[src/rtl/fifo_in_pkg.sv]
// Shared types and defaults for the FIFO input debouncer.
// Per-channel FSM states plus default debounce timing constants.
package fifo_in_pkg;

  typedef enum logic [1:0] {
    IDLE   = 2'd0,
    ARM    = 2'd1,
    HELD   = 2'd2,
    DISARM = 2'd3
  } db_state_e;

  localparam int DB_CYCLES_DEF = 1_000_000;
  localparam int CNT_W_DEF     = 20;

endpackage

[src/rtl/db_channel.sv]
// One debounced button channel: 2-FF sync, press/release FSM,
// stable-cycle counter, level output and one-cycle release pulse.
module db_channel
  import fifo_in_pkg::*;
#(
  parameter int DB_CYCLES = DB_CYCLES_DEF,
  parameter int CNT_W     = CNT_W_DEF
) (
  input  logic      clk,
  input  logic      rst,
  input  logic      btn_i,
  input  logic      grant_i,
  output db_state_e state_o,
  output logic      start_o,
  output logic      accept_o,
  output logic      lvl_o,
  output logic      rel_o
);

  localparam logic [CNT_W-1:0] LAST = CNT_W'(DB_CYCLES - 1);

  logic [1:0]       sync_q;
  db_state_e        state_q;
  logic [CNT_W-1:0] cnt_q;
  logic             lvl_q;
  logic             rel_q;
  logic             s;

  assign s        = sync_q[1];
  assign state_o  = state_q;
  assign lvl_o    = lvl_q;
  assign rel_o    = rel_q;
  assign start_o  = (state_q == IDLE) && s && grant_i;
  assign accept_o = (state_q == ARM) && s && (cnt_q == LAST);

  // Synchroniser, debounce FSM and registered level/pulse outputs.
  always_ff @(posedge clk) begin
    if (rst) begin
      sync_q  <= '0;
      state_q <= IDLE;
      cnt_q   <= '0;
      lvl_q   <= 1'b0;
      rel_q   <= 1'b0;
    end else begin
      sync_q <= {sync_q[0], btn_i};
      rel_q  <= 1'b0;
      unique case (state_q)
        IDLE: begin
          if (start_o) begin
            state_q <= ARM;
            cnt_q   <= CNT_W'(1);
          end
        end
        ARM: begin
          if (!s) begin
            state_q <= IDLE;
          end else if (cnt_q == LAST) begin
            state_q <= HELD;
            lvl_q   <= 1'b1;
          end else begin
            cnt_q <= cnt_q + 1'b1;
          end
        end
        HELD: begin
          if (!s) begin
            state_q <= DISARM;
            cnt_q   <= CNT_W'(1);
          end
        end
        DISARM: begin
          if (s) begin
            state_q <= HELD;
          end else if (cnt_q == LAST) begin
            state_q <= IDLE;
            lvl_q   <= 1'b0;
            rel_q   <= 1'b1;
          end else begin
            cnt_q <= cnt_q + 1'b1;
          end
        end
        default: state_q <= IDLE;
      endcase
    end
  end

endmodule

[src/rtl/fifo_input_debouncer.sv]
// Front end for the board FIFO: debounced wr/rd with wr-priority
// lockout, synchronised data switches latched on write acceptance.
module fifo_input_debouncer
  import fifo_in_pkg::*;
#(
  parameter int W         = 3,
  parameter int DB_CYCLES = DB_CYCLES_DEF,
  parameter int CNT_W     = CNT_W_DEF
) (
  input  logic         clk,
  input  logic         rst,
  input  logic         wr_btn,
  input  logic         rd_btn,
  input  logic [W-1:0] sw,
  output logic         wr_lvl,
  output logic         rd_lvl,
  output logic         wr_rel,
  output logic         rd_rel,
  output logic [W-1:0] din_q,
  output logic         busy
);

  db_state_e    wr_state;
  db_state_e    rd_state;
  logic         wr_start;
  logic         wr_accept;
  logic         rd_start;
  logic         rd_accept;
  logic         wr_grant;
  logic         rd_grant;
  logic         rd_unused;
  logic [W-1:0] sw_meta_q;
  logic [W-1:0] sw_sync_q;

  // Write wins ties: read may only arm when write is idle and not arming.
  assign wr_grant  = (rd_state == IDLE);
  assign rd_grant  = (wr_state == IDLE) && !wr_start;
  assign busy      = (wr_state != IDLE) || (rd_state != IDLE);
  assign rd_unused = rd_start | rd_accept;

  db_channel #(
    .DB_CYCLES (DB_CYCLES),
    .CNT_W     (CNT_W)
  ) u_wr (
    .clk      (clk),
    .rst      (rst),
    .btn_i    (wr_btn),
    .grant_i  (wr_grant),
    .state_o  (wr_state),
    .start_o  (wr_start),
    .accept_o (wr_accept),
    .lvl_o    (wr_lvl),
    .rel_o    (wr_rel)
  );

  db_channel #(
    .DB_CYCLES (DB_CYCLES),
    .CNT_W     (CNT_W)
  ) u_rd (
    .clk      (clk),
    .rst      (rst),
    .btn_i    (rd_btn),
    .grant_i  (rd_grant),
    .state_o  (rd_state),
    .start_o  (rd_start),
    .accept_o (rd_accept),
    .lvl_o    (rd_lvl),
    .rel_o    (rd_rel)
  );

  // Switch synchroniser; word captured only when a write press is accepted.
  always_ff @(posedge clk) begin
    if (rst) begin
      sw_meta_q <= '0;
      sw_sync_q <= '0;
      din_q     <= '0;
    end else begin
      sw_meta_q <= sw;
      sw_sync_q <= sw_meta_q;
      if (wr_accept) begin
        din_q <= sw_sync_q;
      end
    end
  end

endmodule

[config.mk]
export PLATFORM = sky130hd
export DESIGN_NAME = fifo_input_debouncer
export DESIGN_NICKNAME = d
export VERILOG_FILES = /design/src/rtl/fifo_in_pkg.sv /design/src/rtl/db_channel.sv /design/src/rtl/fifo_input_debouncer.sv
export SDC_FILE = /design/constraint.sdc
export NUM_CORES = 1
export LEC_CHECK = 0
export BUFFER_PORTS_ARGS = -buffer_cell sky130_fd_sc_hd__buf_2
export CAP_MARGIN = 15
export CORE_MARGIN = 8
export CORE_UTILIZATION = 55
export CTS_CLUSTER_SIZE = 30
export DETAILED_ROUTE_END_ITERATION = 16
export GPL_ROUTABILITY_DRIVEN = 0
export MAX_ROUTING_LAYER = met4
export PLACE_DENSITY = 0.74
export REMOVE_ABC_BUFFERS = 1
export SLEW_MARGIN = 25
export SYNTH_ARGS = -nofsm -noshare
export SYNTH_HDL_FRONTEND = slang
export SYNTH_SLANG_ARGS = --single-unit
[constraint.sdc]
create_clock -name clk -period 3.9 [get_ports clk]
set_clock_uncertainty 0.2 [all_clocks]
set_input_delay 0.585 -clock clk [delete_from_list [all_inputs] [get_ports clk]]
set_output_delay 0.585 -clock clk [all_outputs]
set_load 0.01 [all_outputs]
# Yosys cells after proc, flatten, opt, wreduce, memory -nomap -nowiden
# Index checks and enable logic that the tools add are counted.
# Widths: inputs -> output; s select.
[word_totals]
input_bits = 7
elab_cells = 102
ff_bits = 61
out_inout_bits = 8
[classes]
n_reduce_logical = 23
bitwise = 2
muxes = 38
n_eq_ne = 24
add_sub_neg = 2
[op_table]
columns = ["operator", "count"]
rows = [
  ["$mux 20", 10],
  ["$pmux 20 s4", 2],
  ["$add 20x1->20 const B", 2],
  ["$eq 20x20->1 const B", 2],
  ["$mux 2", 12],
  ["$ne 2x2->1 const B", 8],
  ["$pmux 2 s4", 2],
  ["$reduce_and 4->1", 4],
  ["$mux 1", 10],
  ["$reduce_and 5->1", 2],
  ["$eq 2x2->1 const B", 4],
  ["$ne 2x1->1 const B", 4],
  ["$reduce_bool 2->1", 4],
  ["$logic_and 1x1->1", 7],
  ["$ne 3x1->1 const B", 2],
  ["$ne 3x3->1 const B", 2],
  ["$reduce_or 3->1", 2],
  ["$eq 2x1->1 const B", 2],
  ["$logic_not 2->1", 2],
  ["$pmux 1 s2", 2],
  ["$not 1->1", 2],
  ["$logic_not 1->1", 1],
  ["$logic_or 1x1->1", 1],
]

# Logic depth before layout (Yosys ltp)
[depth]
ltp_word = 8
ltp_mapped = 9
ltp_nobuf = 6

# Hierarchy
# A second synthesis with hierarchy kept.
[unflattened]
hier_cells = 391
area_unflattened_um2 = 3114.2
[modules_own_cells]
columns = ["module", "area_each_um2", "cells_per_inst", "seq_area_each_um2", "n_inst"]
rows = [
  ["db_channel", 1417.6, 183, 520.5, 2],
  ["fifo_input_debouncer", 279.0, 25, 180.2, 1],
]

# Worst setup path after synthesis
# No wires, ideal clock.
[synth_path]
kind = "register -> register"
start = "register u_rd.cnt_q[0]"
end = "register u_rd.cnt_q[0]"
slack_ns = 1.880
arrival_time_ns = 1.734
stages_incl_launch_ff = 7
t_required_ns = 3.614
setup_ns = 0.086
n_path_buf = 0
cell_sequence = "dfxtp_1 > ha_1 > nand3_1 > or4_1 > o21ai_1 > xor2_1 > a211oi_1"
[synth_via]
elab_chain_cells = 4
elab_cells_between_ends = 6
classes_between = "add/sub (1); eq/ne (1); mux (4)"
[synth_rtl]
columns = ["element", "line_no", "rtl"]
rows = [
  ["start: declaration", "db_channel.sv:24", "logic [CNT_W-1:0] cnt_q;"],
  ["start signal: assignment", "db_channel.sv:61", "cnt_q <= cnt_q + 1'b1;"],
  ["start signal: assignment", "db_channel.sv:78", "cnt_q <= cnt_q + 1'b1;"],
  ["$add 20x1->20 / $eq 20x20->1 (equally long branches)", "n/a", ""],
  ["$mux 20 (*)", "db_channel.sv:57, db_channel.sv:73", ""],
  ["$mux 20, on equally long branches", "db_channel.sv:71, db_channel.sv:55", ""],
  ["$pmux 20 s4 (*)", "db_channel.sv:47", "unique case (state_q)"],
]
# Every way passes the cells marked *; elsewhere a longest branch is shown, timed or not. The select of a mux whose other input is x is not followed.
# A chain may end at the register's enable or synchronous reset.

# Worst setup path in the final report
[layout_path]
start = "register u_rd.state_q[0] (netlist: u_rd.state_o[0])"
end = "output busy"
[layout_via]
elab_chain_cells = 2
[layout_rtl]
columns = ["element", "line_no", "rtl"]
rows = [
  ["start: declaration", "db_channel.sv:23", "db_state_e state_q;"],
  ["start signal: assignment", "db_channel.sv:40", "state_q <= IDLE;"],
  ["start signal: assignment", "db_channel.sv:50", "state_q <= ARM;"],
  ["start signal: assignment", "db_channel.sv:56", "state_q <= IDLE;"],
  ["$reduce_bool 2->1", "fifo_input_debouncer.sv:38", "assign busy = (wr_state != IDLE) || (rd_state != IDLE);"],
  ["$logic_or 1x1->1", "fifo_input_debouncer.sv:38", ""],
  ["end: declaration", "fifo_input_debouncer.sv:20", "output logic busy"],
]
# No other way between the ends.

==> flow_summary.json <==
{
  "status": "completed",
  "ys_ff_latch": 61,
  "wl_per_cell_um": 15.06,
  "busiest_layer": "met2",
  "fmax_mhz": 411.8,
  "n_antenna_cell": 0,
  "cp.required_ns": 3.12,
  "dp_cells": 420,
  "met2_usage_pct": 26.07,
  "rr_endpoint": "u_wr.cnt_q[13]",
  "cts_max_level": 3,
  "synth.distinct_cells": 55,
  "hold_buffers": 0,
  "dp_hpwl_um": 4512,
  "r2r_cells": 6,
  "ant_nets": 0,
  "syn_area_um2": 3024,
  "synth_cells": 352,
  "portBuffers": 14,
  "clockBufferDepth": 2,
  "ios": 15,
  "via_per_inst": 6.206,
  "period_share_pct": 62.27,
  "grt_max_degree": 40,
  "drc": 0,
  "final_cells": 436,
  "max-cap-violations": 0,
  "synthFlopType": "dfxtp_1",
  "power_density_nw_per_um2": 368.1,
  "timing_hold_violations_final": 0,
  "r2r_start": "u_rd.state_o[0]",
  "clock_latency_ns": 0.33,
  "first_pass_iters": 4,
  "die_w_um": 90.15,
  "fillers": 466,
  "gr-total-overflow": 0,
  "syn-mean-instance-area_um2": 8.591,
  "critPathLaunchType": "flip-flop",
  "cts_tree": "built",
  "finalSetupViolations": 0,
  "row_count": 27,
  "crit_path_end_kind": "output port",
  "hold_end": "sw_sync_q[2]",
  "worstHoldPathCells": 1,
  "cts_buffers": 9,
  "grt_use_met3_pct": 3.491,
  "antenna_found_initial": 0,
  "arrival_ns": 1.64,
  "groute.usage.overall_pct": 17.15,
  "nets": 368,
  "layout_commonest_cell": "dfxtp_1",
  "cts_setup_buffers": 0,
  "async_reset_ff_share_pct": 0,
  "rsz0062_at_grt": "no",
  "cp-startpoint": "u_rd.state_o[0]",
  "drive_gt1_share_pct": 12.36,
  "path_clk_slew_ns": 0.07,
  "crit_fanout": 22,
  "vias": 2706,
  "hold_start": "sw_meta_q[2]",
  "use_met1_pct": 21.13,
  "clkSinkCount": 61,
  "die_area_um2": 8127,
  "path_class": "reg -> out",
  "die_y_um": 90.15,
  "yosysSeqAreaShare_pct": 40.38,
  "drt-total-wl_um": 6565,
  "synth_edf_count": 0,
  "grt_pass1_vias": 2595,
  "tightest_slew_ns": 0.7207,
  "peakVddDrop_uv": 264.3,
  "root_buffer": "clkbuf_8",
  "final_cell_mix": "61 x dfxtp_1, 26 x nand2_1, 24 x nor2_1",
  "area_growth_pct": 7.985,
  "yosys_warnings": 0,
  "hold_path.class": "reg -> reg",
  "r2r_slack_ns": 1.48,
  "grt_pass1_wl_um": 11520,
  "drt_iter0_drc": 188,
  "tns_ns": 0,
  "cts_resized": 0,
  "initial_utilization_pct": 55.95,
  "core_region_area_um2": 5405,
  "p_leak_uw": 0.001070,
  "slew_viol_final": 0,
  "max-slew-margin-rel_pct": 51.89,
  "period_minus_slack_ns": 2.429
}
[synthesized netlist by cell type (4+ instances only)]
cell type / count / area [µm²]
o21a_1: 4 / 30.03
inv_1: 6 / 22.52
o21ai_0: 14 / 70.07
a31oi_1: 11 / 68.82
or4_1: 9 / 67.56
nand3_1: 20 / 100.1
nor4_1: 6 / 37.54
nor2_1: 24 / 90.09
and3_1: 12 / 75.07
clkbuf_1: 11 / 41.29
nor3_1: 5 / 25.02
xor2_1: 10 / 87.58
a21oi_1: 22 / 110.1
o211ai_1: 7 / 52.55
dfxtp_1: 61 / 1221
buf_2: 7 / 35.03
nand4_1: 16 / 100.1
o21ai_1: 6 / 30.03
nor2b_1: 12 / 75.07
or3_1: 11 / 68.82
nand2_1: 26 / 97.59
[cells by family (layout without fill, tap and decap cells)]
logic type	Yosys count	after routing	share of synthesized area, %
AOI/OAI and AO/OA	86	86	18.49
xor gates and xnor gates	12	12	3.475
adders and majority gates	2	2	0.8273
buffers and inverters	27	39	4.965
DFF	61	61	40.38
muxes	3	3	0.9930
and+or+nand+nor	161	161	30.87
[layout make-up]
class / count / area (µm²) / share of cell area [%]
clock buffer: 11 / 151.4 / 4.636
clock inverter: 5 / 35.03 / 1.073
inverter: 6 / 22.52 / 0.6897
multi-input combinational: 264 / 1653 / 50.61
sequential: 61 / 1221 / 37.39
tap: 72 / 90.09 / 2.759
timing repair buffer: 17 / 92.59 / 2.835
[through the flow]
stage          power (µW)  util (%)  hold slack, ns  setup slack (ns)  instance area [µm²]
2_1_floorplan       680.2         -          0.2138             1.499                 2897
3_3_place_gp        701.1     56.97          0.2177             1.590                 3079
3_5_place_dp        702.8     56.97          0.2291             1.516                 3079
4_1_cts              1214     60.42          0.2456             1.466                 3266
5_1_grt              1257     60.42          0.2528             1.325                 3266
6_report             1202     60.42          0.2406             1.471                 3266
[metal layers]
layer | routed length [µm] | vias up
met3 | 315 | 9
li1 | - | 1333
met2 | 2985 | 91
met4 | 102 | 0
met1 | 3161 | 1273
met5 | 0 | -
[power by group]
group / internal, µW / switching, µW
registers: 632 / 8.48
logic: 18.9 / 29.4
clock network: 264 / 250
total: 914 / 288
[registers in the layout (all words and copies together), names as in the netlist, 2 cells and up, named ones only]
signal       count
u_wr.cnt_q      20
sw_meta_q        3
din_q            3
sw_sync_q        3
u_rd.sync_q      2
u_wr.sync_q      2
u_rd.cnt_q      20
[critical path: stages, from the launching register on]
cell and delay, ns:
dfxtp_1 0.54, or4_1 0.61, buf_2 0.16
[worst max path at each step]
stage                      to  depth (start not counted)  slack, ns
6_report                 busy                          2       1.47
3_5_place_dp   u_wr.cnt_q[13]                          6       1.52
3_3_place_gp   u_wr.cnt_q[13]                          6       1.59
2_1_floorplan  u_wr.cnt_q[13]                          5       1.50
4_1_cts                  busy                          2       1.47
5_1_grt         u_wr.cnt_q[9]                          5       1.33
No activity file was read; power rests on OpenSTA's default activity.
